==> src/rtl/alu_operand_stage.sv <==
// ID/EX operand stage: holds one decoded instruction, forwards MEM/WB results into SrcA/SrcB,
// and inserts a single bubble on load-use hazards. Optional counters under ALU_STAGE_PERF_EN.
module alu_operand_stage #(
    parameter int DATA_WIDTH     = 32,
    parameter int OPCODE_LENGTH  = 4,
    parameter int REG_ADDR_WIDTH = 5
) (
    input  logic                      clk,
    input  logic                      rst_n,
    input  logic                      in_valid,
    output logic                      in_ready,
    input  logic [DATA_WIDTH-1:0]     in_rs1_data,
    input  logic [DATA_WIDTH-1:0]     in_rs2_data,
    input  logic [DATA_WIDTH-1:0]     in_imm,
    input  logic [REG_ADDR_WIDTH-1:0] in_rs1_addr,
    input  logic [REG_ADDR_WIDTH-1:0] in_rs2_addr,
    input  logic                      in_uses_rs2,
    input  logic                      in_alu_src,
    input  logic [OPCODE_LENGTH-1:0]  in_alu_op,
    input  logic [REG_ADDR_WIDTH-1:0] in_rd_addr,
    input  logic                      in_reg_write,
    input  logic                      in_mem_read,
    input  logic                      flush,
    input  logic                      out_ready,
    output logic                      out_valid,
    output logic [DATA_WIDTH-1:0]     SrcA,
    output logic [DATA_WIDTH-1:0]     SrcB,
    output logic [OPCODE_LENGTH-1:0]  Operation,
    output logic [DATA_WIDTH-1:0]     out_store_data,
    output logic [REG_ADDR_WIDTH-1:0] out_rd_addr,
    output logic                      out_reg_write,
    output logic                      out_mem_read,
`ifdef ALU_STAGE_PERF_EN
    output logic [31:0]               bubble_count,
    output logic [31:0]               flush_count,
`endif
    input  logic                      fwd_mem_valid,
    input  logic [REG_ADDR_WIDTH-1:0] fwd_mem_rd,
    input  logic [DATA_WIDTH-1:0]     fwd_mem_data,
    input  logic                      fwd_wb_valid,
    input  logic [REG_ADDR_WIDTH-1:0] fwd_wb_rd,
    input  logic [DATA_WIDTH-1:0]     fwd_wb_data
);

    logic [DATA_WIDTH-1:0]     rs1_data, rs2_data, imm;
    logic [REG_ADDR_WIDTH-1:0] rs1_addr, rs2_addr;
    logic                      alu_src;
    logic                      advance, hazard;
    logic [DATA_WIDTH-1:0]     rs1_fwd, rs2_fwd;

    assign advance  = ~out_valid | out_ready;
    assign hazard   = out_valid & out_mem_read & (out_rd_addr != '0) & in_valid &
                      ((in_rs1_addr == out_rd_addr) | (in_uses_rs2 & (in_rs2_addr == out_rd_addr)));
    assign in_ready = advance & ~hazard & ~flush;

    // MEM is younger than WB, so it wins when both target the same register.
    function automatic logic [DATA_WIDTH-1:0] fwd_sel(
        input logic [REG_ADDR_WIDTH-1:0] addr,
        input logic [DATA_WIDTH-1:0]     rf,
        input logic                      mem_v,
        input logic [REG_ADDR_WIDTH-1:0] mem_rd,
        input logic [DATA_WIDTH-1:0]     mem_d,
        input logic                      wb_v,
        input logic [REG_ADDR_WIDTH-1:0] wb_rd,
        input logic [DATA_WIDTH-1:0]     wb_d
    );
        if (addr == '0)                     return rf;
        else if (mem_v && (mem_rd == addr)) return mem_d;
        else if (wb_v && (wb_rd == addr))   return wb_d;
        else                                return rf;
    endfunction

    always_comb begin
        rs1_fwd = fwd_sel(rs1_addr, rs1_data, fwd_mem_valid, fwd_mem_rd, fwd_mem_data,
                          fwd_wb_valid, fwd_wb_rd, fwd_wb_data);
        rs2_fwd = fwd_sel(rs2_addr, rs2_data, fwd_mem_valid, fwd_mem_rd, fwd_mem_data,
                          fwd_wb_valid, fwd_wb_rd, fwd_wb_data);
    end

    assign SrcA           = rs1_fwd;
    assign SrcB           = alu_src ? imm : rs2_fwd;
    assign out_store_data = rs2_fwd;

    always_ff @(posedge clk or negedge rst_n) begin
        if (!rst_n) begin
            out_valid     <= 1'b0;
            rs1_data      <= '0;
            rs2_data      <= '0;
            imm           <= '0;
            rs1_addr      <= '0;
            rs2_addr      <= '0;
            alu_src       <= 1'b0;
            Operation     <= '0;
            out_rd_addr   <= '0;
            out_reg_write <= 1'b0;
            out_mem_read  <= 1'b0;
        end else if (flush) begin
            out_valid <= 1'b0;
        end else if (advance && hazard) begin
            // Bubble must not write back or look like a load to later stages.
            out_valid     <= 1'b0;
            out_reg_write <= 1'b0;
            out_mem_read  <= 1'b0;
        end else if (advance) begin
            out_valid     <= in_valid;
            rs1_data      <= in_rs1_data;
            rs2_data      <= in_rs2_data;
            imm           <= in_imm;
            rs1_addr      <= in_rs1_addr;
            rs2_addr      <= in_rs2_addr;
            alu_src       <= in_alu_src;
            Operation     <= in_alu_op;
            out_rd_addr   <= in_rd_addr;
            out_reg_write <= in_reg_write;
            out_mem_read  <= in_mem_read;
        end
    end

`ifdef ALU_STAGE_PERF_EN
    always_ff @(posedge clk or negedge rst_n) begin
        if (!rst_n) begin
            bubble_count <= '0;
            flush_count  <= '0;
        end else begin
            if (!flush && advance && hazard && (bubble_count != 32'hFFFF_FFFF))
                bubble_count <= bubble_count + 32'd1;
            if (flush && out_valid && (flush_count != 32'hFFFF_FFFF))
                flush_count <= flush_count + 32'd1;
        end
    end
`endif

endmodule

==> config.mk <==
export PLATFORM = sky130hd
export DESIGN_NAME = alu_operand_stage
export DESIGN_NICKNAME = d
export VERILOG_FILES = /design/src/rtl/alu_operand_stage.sv
export SDC_FILE = /design/constraint.sdc
export NUM_CORES = 1
export LEC_CHECK = 0
export BUFFER_PORTS_ARGS = -buffer_cell sky130_fd_sc_hd__clkbuf_2
export CORE_MARGIN = 2
export CORE_UTILIZATION = 44
export CTS_CLUSTER_SIZE = 28
export DETAILED_ROUTE_END_ITERATION = 10
export GPL_TIMING_DRIVEN = 0
export PLACE_DENSITY = 0.77
export SETUP_SLACK_MARGIN = 0.3
export SKIP_CTS_REPAIR_TIMING = 1
export SYNTH_ARGS = -nofsm -noshare
export SYNTH_HDL_FRONTEND = slang
export SYNTH_SLANG_ARGS = --single-unit
==> constraint.sdc <==
create_clock -name clk -period 1.9 [get_ports clk]
set_input_delay 0.19 -clock clk [delete_from_list [all_inputs] [get_ports clk]]
set_output_delay 0.19 -clock clk [all_outputs]
set_load 0.02 [all_outputs]
# == Word level (Yosys, flattened, before mapping) ==
# Index checks and enable logic that the tools add are counted.
# totals
wordCells,56
inputBits,200
reg_bits,119
out_inout_bits,109
# classes
reduce_logical,12
muxes,14
bitwise,13
eq_ne,6
# op_table
operator,count
32-bit 2-to-1 mux,7
5-bit == test,6
5-bit logical NOT,2
1-bit AND,7
1-bit 2-to-1 mux,7
1-bit logical AND,5
5-bit nonzero test,1
1-bit inverter,4
3-bit AND reduction,1
3-bit nonzero test,1
1-bit OR,2
2-bit AND reduction,1
2-bit nonzero test,1

# == Logic depth before layout (Yosys ltp) ==
# Gate-level depths: netlist (run 1).
# logic_depth
ltp_word,7
ltp_mapped,7
mapped_depth_nobuf,5

# == Least setup slack after synthesis (run 1) ==
# OpenSTA, ideal clock, no wires.
# synth_timing
path_type,reg-to-reg
start,register out_rd_addr[4]
end,register rs2_data[17]
setup_slack_ps,-221
period_less_slack_ps,2121
n_path_buf,2
path_stages_with_launch,8
arrival_time_ps,1996
setup_time_ps,125
cell_sequence,dfrtp_1 xnor2_1 nand3_1 o32ai_2 a41oi_2 buf_2 buf_6 mux2_4
# synth_via
elab_chain_len,7
word_cells_on_any_way,11
# synth_lines
element,line_no,rtl
start: declaration,30,"output logic [REG_ADDR_WIDTH-1:0] out_rd_addr,"
start signal: assignment,113,out_rd_addr <= in_rd_addr;
5-bit == test or 5-bit nonzero test (tied branches),"53, 52",
"1-bit AND, on equally long branches","53, 52",
1-bit OR or 1-bit AND (tied branches),"53, 52",
1-bit AND (*),52,assign hazard = out_valid & out_mem_read & (out_rd_addr != '0) & in_valid &
1-bit logical AND (*),99,end else if (advance && hazard) begin
1-bit inverter (no line) (*),-,
3-bit AND reduction (no line) (*),-,
end signal: assignment,107,rs2_data <= in_rs2_data;
end: declaration,45,"logic [DATA_WIDTH-1:0] rs1_data, rs2_data, imm;"
# Mark *: on every way between the ends. The rest lies on a longest branch, timed or not.
# A chain may end at the register's enable or synchronous reset.

# == Worst setup path in the final report (run 1) ==
# layout_timing
start,register rs2_addr[0]
end,output port SrcB[22]
# layout_via
elab_chain_len,6
word_cells_on_any_way,9
# layout_lines
element,line_no,rtl
start: declaration,46,"logic [REG_ADDR_WIDTH-1:0] rs1_addr, rs2_addr;"
start signal: assignment,110,rs2_addr <= in_rs2_addr;
5-bit == test,69,else if (wb_v && (wb_rd == addr)) return wb_d;
1-bit logical AND,69,
32-bit 2-to-1 mux,69,
32-bit 2-to-1 mux,68,else if (mem_v && (mem_rd == addr)) return mem_d;
32-bit 2-to-1 mux (*),67,if (addr == '0) return rf;
32-bit 2-to-1 mux (*),81,assign SrcB = alu_src ? imm : rs2_fwd;
end: declaration,27,"output logic [DATA_WIDTH-1:0] SrcB,"
# Marks and branches as above.

==> results.json, run 1 <==
{
  "synth_ff_type": "dfrtp_1",
  "die_width_um": 134.7,
  "dr_total_vias": 7875,
  "grt_setup_unrepaired": "yes",
  "ys_seq_elements": 119,
  "violations": "hold timing, setup timing",
  "peakVddDrop_uv": 729.0,
  "slew_headroom_pct": 63.06,
  "clock_buffers_created_by_tritoncts": 17,
  "fill_cells": 1109,
  "grt_pass1_vias": 7364,
  "cts-root-to-sink-buffers": 2,
  "cts-htree-levels": 4,
  "hold_viol_final": 6,
  "design_power_total_mw": 10.45,
  "post_syn_nets": 923,
  "drt_drc_violations_left": 0,
  "die_h_um": 134.7,
  "design.core.area_um2": 16640,
  "transition_time_of_the_tightest_slew_check_pin_ns": 0.5541,
  "pwr_density_cell_nw_per_um2": 833.3,
  "setup-violations-final": 213,
  "clock_transition_at_the_registers_of_the_reported_paths_ns": 0.07,
  "cp.arrival_ns": 2.60,
  "maximum_number_of_pins_on_one_net_before_global_route_repair": 63,
  "final_layout_size_suffix_gt1_share_pct": 60.19,
  "cts-root-buf": "clkbuf_16",
  "antenna_found_initial": 1,
  "routed_wl_mm": 31.43,
  "syn_area_um2": 7512,
  "syn_area_per_cell_um2": 10.39,
  "final_max_slew_viol_count": 0,
  "initial_utilization_pct": 45.14,
  "io-pin-count": 309,
  "final_net_count": 1330,
  "io_buffer_count": 308,
  "synth-warning-count": 0,
  "area_delta_synth_final_pct": 66.92,
  "detailedPlacementHpwl_mm": 21.33,
  "worstPathRequired_ns": 1.71,
  "status": "complete, but fails checks",
  "worstSetupStartpointType": "flip-flop",
  "timing_worst_setup_path_type": "reg -> out",
  "grt_pass1_wl_mm": 41.76,
  "die_area_um2": 18130,
  "dpl_worst_slack_ns": -0.7318,
  "yosysSeqAreaShare_pct": 39.64,
  "cell_count_after_synthesis": 723,
  "timing.hold.worst.class": "in -> reg",
  "timing.final.crit_period_ns": 2.790,
  "setup_ws_ns": -0.8904,
  "gp_congestion": 0.9338,
  "detail-route-antenna-nets": 0,
  "finalClockSkew_ns": 0.008758,
  "static-leakage-power_nw": 5.851,
  "routed_via_density": 5.773,
  "synth_cell_type_count": 33,
  "ys_async_sr_fraction_pct": 100.0,
  "grt_usage_pct": 30.33,
  "r2r_setup_slack_ns": -0.64,
  "drc_violation_total_after_the_first_tritonroute_iteration": 633,
  "synth_edf_count": 0,
  "hold-worst-slack_ns": -0.004270,
  "fp-row-count": 47,
  "crit_path_end_kind": "output pin",
  "first_pass_iters": 4,
  "wire_per_inst_um": 23.04,
  "layout_worst_path_cycle_share_pct": 146.9,
  "max_freq_ghz": 0.3584,
  "global_route.overflow_total": 0,
  "clock-sinks": 119,
  "cts_tree": "done",
  "clock_latency_ns": 0.42,
  "worstPathMaxFanout": 10,
  "cap_viol_max_count": 0
}
[layer usage]
metal	GRT usage (%)	up-vias	part of all wire (%)
met3	6.119	83	6.5
li1	-	3475	-
met1	40.20	3911	41
met5	0	-	0
met4	11.23	0	3.6
met2	49.21	406	49
[per-stage QoR]
| stage | instance area, um2 | cells | util (%) | TNS [ns] |
|---|---|---|---|---|
| 4_1_cts | 10600 | 1284 | 63.68 | -158.65 |
| 2_1_floorplan | 8173 | 723 | - | -4.636 |
| 3_5_place_dp | 10030 | 1252 | 60.24 | -110.74 |
| 6_report | 12540 | 1364 | 75.35 | -124.51 |
| 3_3_place_gp | 9990 | 1251 | 60.03 | -255.61 |
| 5_1_grt | 12540 | 1364 | 75.35 | -140.27 |
[power by group]
| part | switching [mW] | leakage [nW] | internal, mW |
|---|---|---|---|
| clock | 1.37 | 0.264 | 1.84 |
| combinational | 2.01 | 4.20 | 2.07 |
| sequential | 0.288 | 1.38 | 2.88 |
[registers in the layout, indices dropped and copies added, names as in the netlist]
register / cells
Operation: 4
alu_src: 1
imm: 32
out_mem_read: 1
out_rd_addr: 5
out_reg_write: 1
out_valid: 1
rs1_addr: 5
rs1_data: 32
rs2_addr: 5
rs2_data: 32
[path summary, 6_finish.rpt]
path	depth (start not counted)	to	start
min in group asynchronous	2	rs2_data[24]$_DFFE_PN0P_	rst_n
max in group asynchronous	3	rs1_data[0]$_DFFE_PN0P_	rst_n
max	7	SrcB[22]	rs2_addr[0]$_DFFE_PN0P_
min	2	imm[24]$_DFFE_PN0P_	in_imm[24]
min reg2reg	1	Operation[2]$_DFFE_PN0P_	Operation[2]$_DFFE_PN0P_
max reg2reg	9	rs2_data[3]$_DFFE_PN0P_	out_rd_addr[0]$_DFFE_PN0P_
[cell type report]
cell class              instances  area [um2]  area share (%)
multi-input cells             475        4891           39.00
inverters                      64       240.2           1.916
diodes                          1       2.502         0.01996
clock inverters                14       142.6           1.138
repair buffers                388        2919           23.28
flip-flops and latches        119        2988           23.83
clock buffers                  18       429.2           3.422
well taps                     220       275.3           2.195
plain buffers                  65       651.9           5.199
[cells in the final DEF (no fill, tap or decap), types with 14 or more instances in the layout]
| master | netlist | final |
|---|---|---|
| nand2b_1 | 34 | 34 |
| buf_6 | 3 | 85 |
| dfrtp_1 | 119 | 111 |
| buf_4 | 0 | 23 |
| inv_1 | 64 | 64 |
| dlygate4sd3_1 | 0 | 15 |
| o221ai_4 | 0 | 27 |
| clkbuf_16 | 0 | 30 |
| nand2_1 | 35 | 34 |
| a21oi_1 | 33 | 32 |
| buf_12 | 0 | 15 |
| mux2_2 | 119 | 85 |
| nor3_2 | 0 | 21 |
| clkbuf_2 | 0 | 233 |
| buf_2 | 12 | 43 |
| xnor2_1 | 24 | 18 |
| nor3_1 | 35 | 14 |
| a221o_1 | 32 | 32 |
| mux2_4 | 29 | 63 |
| nand4_1 | 36 | 36 |
| a22o_1 | 32 | 30 |
[critical path, cell delays in order, from the launching register on]
cell      delay, ns
dfrtp_1        0.46
xnor2_1        0.15
nand2_1        0.29
buf_2          0.37
nor3_1         0.09
mux2_4         0.32
a221o_1        0.33
clkbuf_2       0.17
[cells by family (layout without fill, tap and decap cells)]
logic type,count (synthesis),after routing,share of synthesized area (%)
flops,119,119,39.64
xor+xnor,30,30,3.498
mux,150,150,23.90
compound gates,136,136,14.81
buf+inv,129,549,6.945
other cells,0,1,0
simple gates,159,159,11.21
[synthesized netlist by cell type (29+ instances only)]
| master | number | area share, % |
|---|---|---|
| a221o_1 | 32 | 4.3 |
| nand2b_1 | 34 | 2.8 |
| nand2_1 | 35 | 1.7 |
| clkbuf_1 | 43 | 2.1 |
| a22o_1 | 32 | 3.7 |
| mux2_2 | 119 | 18 |
| inv_1 | 64 | 3.2 |
| mux2_4 | 29 | 5.8 |
| a21oi_1 | 33 | 2.2 |
| dfrtp_1 | 119 | 40 |
| nand4_1 | 36 | 3.0 |
| nor3_1 | 35 | 2.3 |
Power figures use the tool's default switching activity.
==> run 2: changes to the inputs <==
- CELL_PAD_IN_SITES_DETAIL_PLACEMENT: default -> 0
- CELL_PAD_IN_SITES_GLOBAL_PLACEMENT: default -> 1
- CORE_UTILIZATION: 44 -> 33
- SKIP_LAST_GASP: default -> 1
==> results.json, run 2 (synthesis gave the netlist of run 1 again) <==
{
  "status": "complete, but fails checks",
  "violations": "hold timing, setup timing",
  "transition_time_of_the_tightest_slew_check_pin_ns": 0.5548,
  "static-leakage-power_nw": 5.861,
  "area_delta_synth_final_pct": 67.77,
  "cap_viol_max_count": 0,
  "cts-htree-levels": 4,
  "die_h_um": 154.9,
  "largest_registers": "imm x32, rs1_data x32, rs2_data x32",
  "slew_headroom_pct": 63.01,
  "family_with_the_most_delay_on_the_worst_path": "buffers and inverters",
  "p_int_mw": 6.994,
  "hold-worst-slack_ns": -0.006649,
  "power.switching_fraction_pct": 33.54,
  "timing.rr.start": "out_rd_addr[4]$_DFFE_PN0P_",
  "setup_ws_ns": -0.8949,
  "hold_path_startpoint": "in_rs2_data[21]",
  "global_route.overflow_total": 0,
  "worstPathRequired_ns": 1.71,
  "detail-route-antenna-nets": 0,
  "worstPathMaxFanout": 7,
  "layout_worst_path_cycle_share_pct": 147.1,
  "cp.arrival_ns": 2.60,
  "setup-violations-final": 213,
  "fp-row-count": 55,
  "worst_r2r_path_depth": 10,
  "design_power_total_mw": 10.52,
  "routed_via_density": 5.226,
  "p_comb_share_pct": 37.5,
  "final-instance-count-excl-fill": 1450,
  "detailedPlacementHpwl_mm": 22.51,
  "final_net_count": 1350,
  "peakVddDrop_uv": 396.9,
  "die_width_um": 154.9,
  "dp_cells": 1317,
  "critPathSlowestCell": "dfrtp_1",
  "fill_cells": 1974,
  "final_layout_size_suffix_gt1_share_pct": 55.80,
  "final_max_slew_viol_count": 0,
  "antenna_found_initial": 3,
  "worstSetupStartpointType": "flip-flop",
  "mostFrequentLayoutCells": "262 x clkbuf_2, 113 x dfrtp_1, 95 x mux2_2",
  "io_buffer_count": 308,
  "timing_worst_setup_path_type": "reg -> out",
  "dr_total_vias": 7577,
  "grt_pass1_wl_mm": 44.23,
  "r2r_setup_slack_ns": -0.54,
  "initial_utilization_pct": 33.38,
  "clock_transition_at_the_registers_of_the_reported_paths_ns": 0.06,
  "final_core_util_pct": 56.01,
  "maximum_number_of_pins_on_one_net_before_global_route_repair": 82,
  "max_freq_ghz": 0.3578,
  "holdPathStages": 2,
  "power.clock.fraction_pct": 32.6,
  "cp.buffers_inverters": 3,
  "drc_violation_total_after_the_first_tritonroute_iteration": 339,
  "drt_drc_violations_left": 0,
  "gp_congestion": 0.8648,
  "grt_usage_pct": 24.29,
  "seqCellArea_um2": 2985,
  "io-pin-count": 309,
  "reg2reg_to": "imm[8]$_DFFE_PN0P_",
  "critical-path-max-stage-delay_ns": 0.45,
  "first_pass_iters": 5,
  "crit_path_end_kind": "output pin",
  "clock_buffers_created_by_tritoncts": 17,
  "pwr_density_cell_nw_per_um2": 835.0,
  "switching_power_mw": 3.530,
  "timing.final.crit_period_ns": 2.795,
  "grt_pass1_vias": 7538,
  "cts-root-buf": "clkbuf_16",
  "multi_input_comb_area_um2": 4722,
  "cts-root-to-sink-buffers": 2,
  "wire_per_inst_um": 21.47,
  "power.share.sequential_pct": 29.9,
  "clock-sinks": 119,
  "clock_latency_ns": 0.43,
  "layout.cells.most_common": "clkbuf_2",
  "finalClockSkew_ns": 0.01141,
  "die_area_um2": 23990,
  "hold_viol_final": 3,
  "grt_setup_unrepaired": "yes",
  "timing.hold.worst.class": "in -> reg",
  "routed_wl_mm": 31.13,
  "whs_endpoint": "rs2_data[21]$_DFFE_PN0P_",
  "cts_tree": "done",
  "cp_cell_sequence": "xnor2_1 -> nand4_1 -> nor2_4 -> buf_12 -> clkbuf_16 -> mux2_4 -> a221o_1 -> buf_2",
  "design.core.area_um2": 22500
}
run 2: how the worst max path moves through the flow:
stage                                 start  cells after the start                         end
floorplan           rs2_addr[1]$_DFFE_PN0P_                      6                    SrcB[10]
global placement                      rst_n                      1  out_rd_addr[4]$_DFFE_PN0P_
detailed placement  rs2_addr[3]$_DFFE_PN0P_                      7          out_store_data[26]
CTS                 rs2_addr[3]$_DFFE_PN0P_                      7          out_store_data[26]
global route        rs2_addr[2]$_DFFE_PN0P_                      8                     SrcB[4]
finish              rs2_addr[0]$_DFFE_PN0P_                      8                    SrcB[20]
run 2: power by group through the flow:
stage	Sequential (mW)	Combinational, mW	Clock, mW
after floorplan	3.14	2.18	0
after global placement	3.17	3.27	0
after detailed placement	3.18	3.29	0
after CTS	3.13	3.31	3.50
after global routing	3.19	4.20	3.61
final	3.14	3.95	3.43
run 2: worst register-to-register path, stage by stage (launching register included):
cell and delay [ns]:
dfrtp_2 0.47, xnor2_2 0.18, nand3_2 0.10, o32ai_4 0.35
a41oi_4 0.28, buf_6 0.21, buf_6 0.10, buf_6 0.10
buf_6 0.11, buf_12 0.14, mux2_2 0.28
run 2: routing by layer:
| layer | track usage, % | wire length [um] | vias up |
|---|---|---|---|
| li1 | - | - | 3526 |
| met1 | 32.92 | 13750 | 3719 |
| met2 | 38.35 | 14880 | 264 |
| met3 | 5.292 | 1584 | 66 |
| met4 | 8.686 | 906 | 2 |
| met5 | 0 | 10 | - |
run 2: layout make-up:
cell class	instances	area share (%)
sequential	119	23.69
tap	285	2.829
buffer	65	5.063
clock inverter	13	1.350
clock buffer	19	3.514
multi-input combinational	475	37.47
inverter	64	1.906
timing repair buffer	408	24.14
antenna	2	0.03971
run 2: per-stage QoR:
stage | setup slack, ns | hold slack, ns | area [um2] | TNS, ns
finish | -0.8949 | -0.006649 | 12600 | -116.97
global route | -1.003 | -0.001555 | 12600 | -137.18
CTS | -1.319 | -0.3143 | 10720 | -166.40
detailed placement | -0.8555 | 0.1394 | 10110 | -118.98
global placement | -1.632 | 0.4044 | 10070 | -284.64
floorplan | -0.08100 | -0.1056 | 8173 | -4.636
